### config.mk
export PLATFORM = sky130hd
export DESIGN_NAME = spi_master_peek
export DESIGN_NICKNAME = d
export VERILOG_FILES = /design/src/rtl/spi_pkg.sv /design/src/rtl/spi_clk_div.sv /design/src/rtl/spi_master_peek.sv
export SDC_FILE = /design/constraint.sdc
export NUM_CORES = 1
export LEC_CHECK = 0
export CAP_MARGIN = 0
export CELL_PAD_IN_SITES_DETAIL_PLACEMENT = 1
export CELL_PAD_IN_SITES_GLOBAL_PLACEMENT = 1
export CORE_AREA = 2 2 113 115
export DETAILED_ROUTE_END_ITERATION = 16
export DIE_AREA = 0 0 115 117
export PLACE_DENSITY = 0.87
export SYNTH_ARGS = -nofsm -noshare
export SYNTH_HDL_FRONTEND = slang
export SYNTH_SLANG_ARGS = --single-unit
### constraint.sdc
create_clock -name clk -period 4.1 [get_ports clk]
set_input_delay 1.23 -clock clk [delete_from_list [all_inputs] [get_ports clk]]
set_output_delay 1.23 -clock clk [all_outputs]
set_load 0.005 [all_outputs]
### src/rtl/spi_pkg.sv
// rtl/spi_pkg.sv - shared types and constants for the SPI master
//
// Purpose: state encoding, SPI mode constant and the default frame width
// shared by spi_master_peek and its phase counter. No ports.
package spi_pkg;

  // {CPOL, CPHA}; this block only implements mode 0.
  localparam logic [1:0] SPI_MODE0 = 2'b00;

  // Matches the width of the slave-side peek/poke shift register.
  localparam int SPI_DEFAULT_WIDTH = 32;

  typedef enum logic [2:0] {
    IDLE,
    SETUP,
    HIGH,
    LOW,
    HOLD
  } spi_state_e;

  function automatic int spi_max3(input int a, input int b, input int c);
    int m;
    m = (a > b) ? a : b;
    return (m > c) ? m : c;
  endfunction

endpackage

### src/rtl/spi_clk_div.sv
// rtl/spi_clk_div.sv - reloadable phase counter with terminal-count strobe
//
// Purpose: times the chip-select setup/hold and SCLK half-periods.
// Ports:
//   clk, reset       system clock, asynchronous active-high reset
//   load, load_val   reload the counter with (phase length - 1)
//   tc               high while the count is zero, i.e. in the last cycle
//                    of the current phase
module spi_clk_div
  import spi_pkg::*;
#(
  parameter int CNT_W = 2
) (
  input  logic             clk,
  input  logic             reset,
  input  logic             load,
  input  logic [CNT_W-1:0] load_val,
  output logic             tc
);

  logic [CNT_W-1:0] cnt_q;

  // Saturates at zero so an idle counter keeps tc asserted.
  always_ff @(posedge clk or posedge reset) begin
    if (reset) begin
      cnt_q <= '0;
    end else if (load) begin
      cnt_q <= load_val;
    end else if (cnt_q != '0) begin
      cnt_q <= cnt_q - 1'b1;
    end
  end

  assign tc = (cnt_q == '0);

endmodule

### src/rtl/spi_master_peek.sv
// rtl/spi_master_peek.sv - mode-0 full-duplex SPI master, fixed-width frames
//
// Purpose: shifts a WIDTH-bit word out MSB first on spi_mosi while capturing
// spi_miso, then returns the received word with a one-cycle done pulse.
// Ports:
//   clk, reset            system clock, asynchronous active-high reset
//   start, data_in        request and word to send (accepted when busy=0)
//   data_out, busy, done  received word, frame in progress, end-of-frame pulse
//   spi_sel_n, spi_sclk,  chip select (active low), serial clock (idles low),
//   spi_mosi, spi_miso    serial data out / in (miso synchronous to clk)
module spi_master_peek
  import spi_pkg::*;
#(
  parameter int WIDTH    = SPI_DEFAULT_WIDTH,
  parameter int CLK_DIV  = 4,
  parameter int CS_SETUP = 2,
  parameter int CS_HOLD  = 2
) (
  input  logic             clk,
  input  logic             reset,
  input  logic             start,
  input  logic [WIDTH-1:0] data_in,
  output logic [WIDTH-1:0] data_out,
  output logic             busy,
  output logic             done,
  output logic             spi_sel_n,
  output logic             spi_sclk,
  output logic             spi_mosi,
  input  logic             spi_miso
);

  localparam int PH_MAX = spi_max3(CLK_DIV, CS_SETUP, CS_HOLD);
  localparam int PH_W   = (PH_MAX > 1) ? $clog2(PH_MAX) : 1;
  localparam int BIT_W  = $clog2(WIDTH + 1);

  localparam logic [BIT_W-1:0] LAST_BIT = BIT_W'(WIDTH - 1);
  localparam logic [BIT_W-1:0] ALL_BITS = BIT_W'(WIDTH);

  spi_state_e       state_q, state_d;
  logic [WIDTH-1:0] tx_q, tx_d;
  logic [WIDTH-1:0] rx_q, rx_d;
  logic [BIT_W-1:0] bit_q, bit_d;
  logic [WIDTH-1:0] data_out_d;
  logic             busy_d, done_d, sel_n_d, sclk_d, mosi_d;

  logic             ph_load;
  logic [PH_W-1:0]  ph_val;
  logic             ph_tc;

  spi_clk_div #(
    .CNT_W(PH_W)
  ) u_clk_div (
    .clk     (clk),
    .reset   (reset),
    .load    (ph_load),
    .load_val(ph_val),
    .tc      (ph_tc)
  );

  always_ff @(posedge clk or posedge reset) begin
    if (reset) begin
      state_q   <= IDLE;
      tx_q      <= '0;
      rx_q      <= '0;
      bit_q     <= '0;
      data_out  <= '0;
      busy      <= 1'b0;
      done      <= 1'b0;
      spi_sel_n <= 1'b1;
      spi_sclk  <= 1'b0;
      spi_mosi  <= 1'b0;
    end else begin
      state_q   <= state_d;
      tx_q      <= tx_d;
      rx_q      <= rx_d;
      bit_q     <= bit_d;
      data_out  <= data_out_d;
      busy      <= busy_d;
      done      <= done_d;
      spi_sel_n <= sel_n_d;
      spi_sclk  <= sclk_d;
      spi_mosi  <= mosi_d;
    end
  end

  always_comb begin
    state_d    = state_q;
    tx_d       = tx_q;
    rx_d       = rx_q;
    bit_d      = bit_q;
    data_out_d = data_out;
    busy_d     = busy;
    done_d     = 1'b0;
    sel_n_d    = spi_sel_n;
    sclk_d     = spi_sclk;
    mosi_d     = spi_mosi;
    ph_load    = 1'b0;
    ph_val     = '0;

    case (state_q)
      IDLE: begin
        if (start) begin
          tx_d    = data_in;
          bit_d   = '0;
          sel_n_d = 1'b0;
          busy_d  = 1'b1;
          mosi_d  = data_in[WIDTH-1];
          ph_load = 1'b1;
          ph_val  = PH_W'(CS_SETUP - 1);
          state_d = SETUP;
        end
      end

      SETUP: begin
        if (ph_tc) begin
          sclk_d  = 1'b1;
          ph_load = 1'b1;
          ph_val  = PH_W'(CLK_DIV - 1);
          state_d = HIGH;
        end
      end

      // The falling SCLK edge is where the master samples miso and moves
      // mosi on; the slave sampled mosi on the preceding rise.
      HIGH: begin
        if (ph_tc) begin
          sclk_d = 1'b0;
          rx_d   = {rx_q[WIDTH-2:0], spi_miso};
          bit_d  = bit_q + BIT_W'(1);
          if (bit_q != LAST_BIT) begin
            tx_d   = tx_q << 1;
            mosi_d = tx_q[WIDTH-2];
          end
          ph_load = 1'b1;
          ph_val  = PH_W'(CLK_DIV - 1);
          state_d = LOW;
        end
      end

      LOW: begin
        if (ph_tc) begin
          ph_load = 1'b1;
          if (bit_q == ALL_BITS) begin
            ph_val  = PH_W'(CS_HOLD - 1);
            state_d = HOLD;
          end else begin
            sclk_d  = 1'b1;
            ph_val  = PH_W'(CLK_DIV - 1);
            state_d = HIGH;
          end
        end
      end

      HOLD: begin
        if (ph_tc) begin
          sel_n_d    = 1'b1;
          busy_d     = 1'b0;
          done_d     = 1'b1;
          data_out_d = rx_q;
          mosi_d     = 1'b0;
          state_d    = IDLE;
        end
      end

      default: state_d = IDLE;
    endcase
  end

endmodule

Yosys cells after proc, flatten, opt, wreduce, memory -nomap -nowiden
Cells that the tools add are included.
{"block": "word_totals", "elab_cells": 82, "ff_bits": 111, "n_memories": 0, "mem_bits_rw": 0, "rom_bits": 0, "latch_bits": 0, "input_bits": 36, "out_inout_bits": 37}
{"block": "op_classes", "n_bitwise": 0, "reduce_logical": 18, "n_mux": 38, "mul": 0, "eq_ne": 13, "n_shift": 0, "div_mod_pow": 0, "order_cmp": 0, "n_addsub": 2}
{"op": "31-bit 2-to-1 mux", "n": 3}
{"op": "31-bit case mux with 2 select lines", "n": 1}
{"op": "3-bit 2-to-1 mux", "n": 6}
{"op": "3-bit case mux with 5 select lines", "n": 1}
{"op": "5-bit AND reduction", "n": 3}
{"op": "2-bit inequality test, second input constant", "n": 7}
{"op": "1-bit 2-to-1 mux", "n": 13}
{"op": "6-bit 2-to-1 mux", "n": 2}
{"op": "6-bit case mux with 2 select lines", "n": 1}
{"op": "2-bit 2-to-1 mux", "n": 5}
{"op": "2-bit nonzero test", "n": 4}
{"op": "6-bit by 1-bit adder with 6-bit output, second input constant", "n": 1}
{"op": "3-bit by 2-bit == test with 1-bit output, second input constant", "n": 2}
{"op": "6-bit == test, second input constant", "n": 1}
{"op": "6-bit by 5-bit inequality test with 1-bit output, second input constant", "n": 1}
{"op": "1-bit case mux with 2 select lines", "n": 3}
{"op": "1-bit case mux with 3 select lines", "n": 2}
{"op": "2-bit case mux with 3 select lines", "n": 1}
{"op": "3-bit AND reduction", "n": 2}
{"op": "3-bit nonzero test", "n": 2}
{"op": "2-bit AND reduction", "n": 2}
{"op": "4-bit AND reduction", "n": 1}
{"op": "3-bit by 1-bit == test with 1-bit output, second input constant", "n": 1}
{"op": "3-bit == test, second input constant", "n": 1}
{"op": "5 further kinds", "n": 5}

Depth between registers and ports, before layout
{"block": "logic_depth", "ltp_word": 5, "ltp_mapped": 8, "ltp_nobuf": 6}

Hierarchy
Synthesis repeated with hierarchy kept, for this count alone.
{"block": "unflattened", "cells_unflattened": 331, "hier_area_um2": 4957.3}
{"module": "spi_master_peek", "seq_area_each_um2": 2728.9, "cells_each": 318, "instances": 1, "area_per_inst_um2": 4829.6}
{"module": "spi_clk_div", "seq_area_each_um2": 50.0, "cells_each": 13, "instances": 1, "area_per_inst_um2": 127.6}

Least setup slack after synthesis
Ideal clock, no wire load.
{"block": "synth_path", "path_kind": "input -> register", "startpoint": "in start", "endpoint": "reg bit_q[1]", "setup_time_ps": 152, "n_path_buf": 0, "required_time_ps": 3948, "cell_stages": 2, "arrival_ps": 1934, "slack_ps": 2014, "cell_sequence": "nor4b_1 o31ai_1"}
{"block": "synth_via", "elab_chain_len": 2}
{"element": "from (decl)", "line": "spi_master_peek.sv:21", "rtl": "input logic start,"}
{"element": "2-bit inequality test (no line)"}
{"element": "3-bit AND reduction (no line)"}
{"element": "to (signal assigned)", "line": "spi_master_peek.sv:76", "rtl": "bit_q <= bit_d;"}
{"element": "to (decl)", "line": "spi_master_peek.sv:42", "rtl": "logic [BIT_W-1:0] bit_q, bit_d;"}
Every way passes these cells.
A chain may end at the register's enable or synchronous reset.

Worst setup path after layout
{"block": "layout_path", "startpoint": "reg u_clk_div.cnt_q[0]", "endpoint": "reg tx_q[2]"}
{"block": "layout_via", "elab_chain_len": 3}
{"element": "from (decl)", "line": "spi_clk_div.sv:21", "rtl": "logic [CNT_W-1:0] cnt_q;"}
{"element": "from (signal assigned)", "line": "spi_clk_div.sv:28", "rtl": "cnt_q <= load_val;"}
{"element": "from (signal assigned)", "line": "spi_clk_div.sv:30", "rtl": "cnt_q <= cnt_q - 1'b1;"}
{"element": "2-bit zero test", "line": "spi_clk_div.sv:34", "rtl": "assign tc = (cnt_q == '0);"}
{"element": "2-bit inequality test (no line)"}
{"element": "4-bit AND reduction (no line)"}
{"element": "to (signal assigned)", "line": "spi_master_peek.sv:74", "rtl": "tx_q <= tx_d;"}
{"element": "to (decl)", "line": "spi_master_peek.sv:40", "rtl": "logic [WIDTH-1:0] tx_q, tx_d;"}
Every way passes these cells.

==> results.txt <==
Starting Density: 39.2%
Hold buffers post-CTS: 0
HP Class: register to register
Setup crit end kind: register
Clk_lat worst skew: 0.35 ns
Multi-input combinational cell area: 1850 um^2
Commonest cells after routing, fill and taps aside: dfrtp_1 (110), clkdlybuf4s50_1 (72), mux2_2 (39)
Fin crit period: 2.83 ns
Die Height: 117 um
Final Slew Violations: 0
# rows: 41
Final GP Congestion: 0.748
Max Fclk: 0.353 GHz
Slowest CP cell: and2_1
Die width: 115 um
Critical Path Source Type: register
Worst Path Max Fanout: 33
Leak pwr: 2.81 nW
Syn Std Cell Area: 4830 um^2
Run status: finished, final reports clean
Req. time, crit path: 4.27 ns
Max Root-Sink Buffers: 2
Slew HR: 22.3%
RSZ-0062 raised after global routing: no
DPL Wire Length: 6680 um
Cells after synthesis: 363
Die area: 13500 um^2
Port bufs: 72
First-pass GRT wire length: 17100 um
Root buf cell: clkbuf_16
I/O pin count: 73
DR WL/cell: 17.9 um
Initial antenna violation count: 0
Slowest stage delay, CP: 0.79 ns
Ys Warns: 0
Pin count of the biggest net entering global routing: 60
Ant. Diodes: 0
Postcts setup bufs: 0
Setup Skew: 0.0113 ns
Fillcell total: 1287
Final Cell Area: 5920 um^2
TritonCTS Buffers: 9
Final period util: 69.1%
Pwr Total: 3.22 mW
GRT Total Usage: 16.1%
Setup TNS: 0 ns
Final Hold Fails: 0
CTS tree: built
Detail Route Antenna Nets: 0
Final Non-Filler Cells: 579
Max-cap violations: 0
Vias in the first global route: 3273
DP Cell Count: 564
Register area share after synthesis: 57.6%
Clk pin slew, worst setup/hold paths: 0.07 ns
Sink Count: 111
DR vias/cell: 5.25
Grt total ovfl: 0
Synthesized net count: 402
Core Util, Final: 48.0%
Layout Nets: 464
Crit path cell chain: inv_1 > ha_1 > and4bb_2 > o21ai_2 > buf_4 > and2_1 > o21ai_0
DRC Markers: 0
#FFs+latches synth: 111
Actual slew at the worst max-slew pin: 1.15 ns
WP data arrival: 3.01 ns
WS Path Type: register to register
TritonRoute pass-1 iters: 4
Most common library cell in the layout ignoring fill and taps: dfrtp_1
Endpoints failing setup: 0
Post-cts sizing count: 0
Avg Inst Size Synth: 13.3 um^2
Power Density: 545 nW/um^2
Register area: 2780 um^2
Share of layout cells above drive strength 1: 21.9%
Layout area overhead: 22.6%
Post-Route WL: 10400 um
VDD IR-drop max: 207 uV
Placed Area: 5630 um^2
Netlist cell types: 41
H-tree levels: 3
CORE AREA: 12300 um^2
Via count: 3042
Initial drt markers: 150
-- metrics by stage --
step | hold slack, ns | worst slack, ns
after floorplan | 0.457 | 1.53
after global placement | 0.477 | 1.16
after detailed placement | 0.494 | 0.994
after CTS | 0.511 | 1.24
after global routing | 0.531 | 0.987
final | 0.506 | 1.27
-- layout make-up --
type,instances,share of cell area (%)
sequential,111,47.0
multi-input combinational,217,31.3
timing repair buffer,77,13.0
tap,150,3.17
inverter,9,0.635
clock buffer,10,4.04
clock inverter,5,0.825
-- synth_stat cells (all sizes together) --
cell      n  area share (%)
nor2      6            0.47
mux2     65              17
nor3      2            0.21
clkbuf    9            0.70
nand2b    1            0.13
dfrtp   110              57
a22oi     1            0.16
and4bb    1            0.26
nand3b    2            0.31
a21o      1            0.16
o211ai    1            0.16
a211oi    3            0.47
a21oi     4            0.41
o21ai    37             3.8
o21a      1            0.16
nand2     6            0.47
or4b      2            0.49
nand4     1            0.13
ha        3            0.78
mux2i    32             6.6
buf      17             2.8
xor2      3            0.54
nand3    33             3.4
inv       9            0.70
o211a     1            0.21
nor2b     1            0.13
and2      1            0.13
o31ai     3            0.47
nand4b    1            0.18
nor4b     1            0.18
nor4      1            0.13
dfstp     1            0.54
o22ai     1            0.13
and3      2            0.26
-- kinds of logic after synthesis --
| family | share of synthesized area (%) |
|---|---|
| AOI/OAI and AO/OA | 6.14 |
| xor gates and xnor gates | 0.545 |
| adders and majority gates | 0.778 |
| buffers and inverters | 4.23 |
| DFF | 57.6 |
| muxes | 23.8 |
| and+or+nand+nor | 6.90 |
-- path summary, 6_finish.rpt --
check                           cells after the start  slack, ns                      startpoint                   end
worst min register to register                      2       0.51            tx_q[14]$_DFFE_PP0P_  tx_q[14]$_DFFE_PP0P_
min in group asynchronous                           2       1.28                           reset  tx_q[14]$_DFFE_PP0P_
worst min-delay path                                2       0.51            tx_q[14]$_DFFE_PP0P_  tx_q[14]$_DFFE_PP0P_
worst max register to register                      7       1.27  u_clk_div.cnt_q[0]$_DFFE_PP0P_   tx_q[2]$_DFFE_PP0P_
max in group asynchronous                           3       2.02                           reset   rx_q[1]$_DFFE_PP0P_
worst max-delay path                                7       1.27  u_clk_div.cnt_q[0]$_DFFE_PP0P_   tx_q[2]$_DFFE_PP0P_
-- state kept, by name (all words and copies together), names as in the netlist --
register,count
rx_q,32
done,1
busy,1
spi_sel_n,1
spi_sclk,1
bit_q,6
state_q,3
tx_q,31
spi_mosi,1
u_clk_div.cnt_q,2
data_out,32
-- metal layers --
| metal | routed length, um | share of wire [%] | global-route usage [%] | vias up |
|---|---|---|---|---|
| met5 | 0 | 0 | 0 | - |
| met4 | 193 | 1.9 | 6.27 | 0 |
| met3 | 239 | 2.3 | 2.78 | 13 |
| met2 | 5240 | 51 | 26.4 | 36 |
| met1 | 4690 | 45 | 21.6 | 1582 |
| li1 | - | - | - | 1411 |
-- critical path: cells and delay by family, from the launching register on --
family,cells,cell delay (ns)
AO/OA/AOI/OAI,2,0.33
adder cells (fa/ha/maj),1,0.36
buffers and inverters,2,0.39
flip-flops,1,0.38
AND/OR/NAND/NOR,2,1.19
-- report_power, final --
group          switching [mW]  total, mW  internal, mW
sequential              0.172       1.49          1.32
combinational           0.456      0.871         0.416
clock                   0.420      0.861         0.441
(Power assumes the default switching activity.)
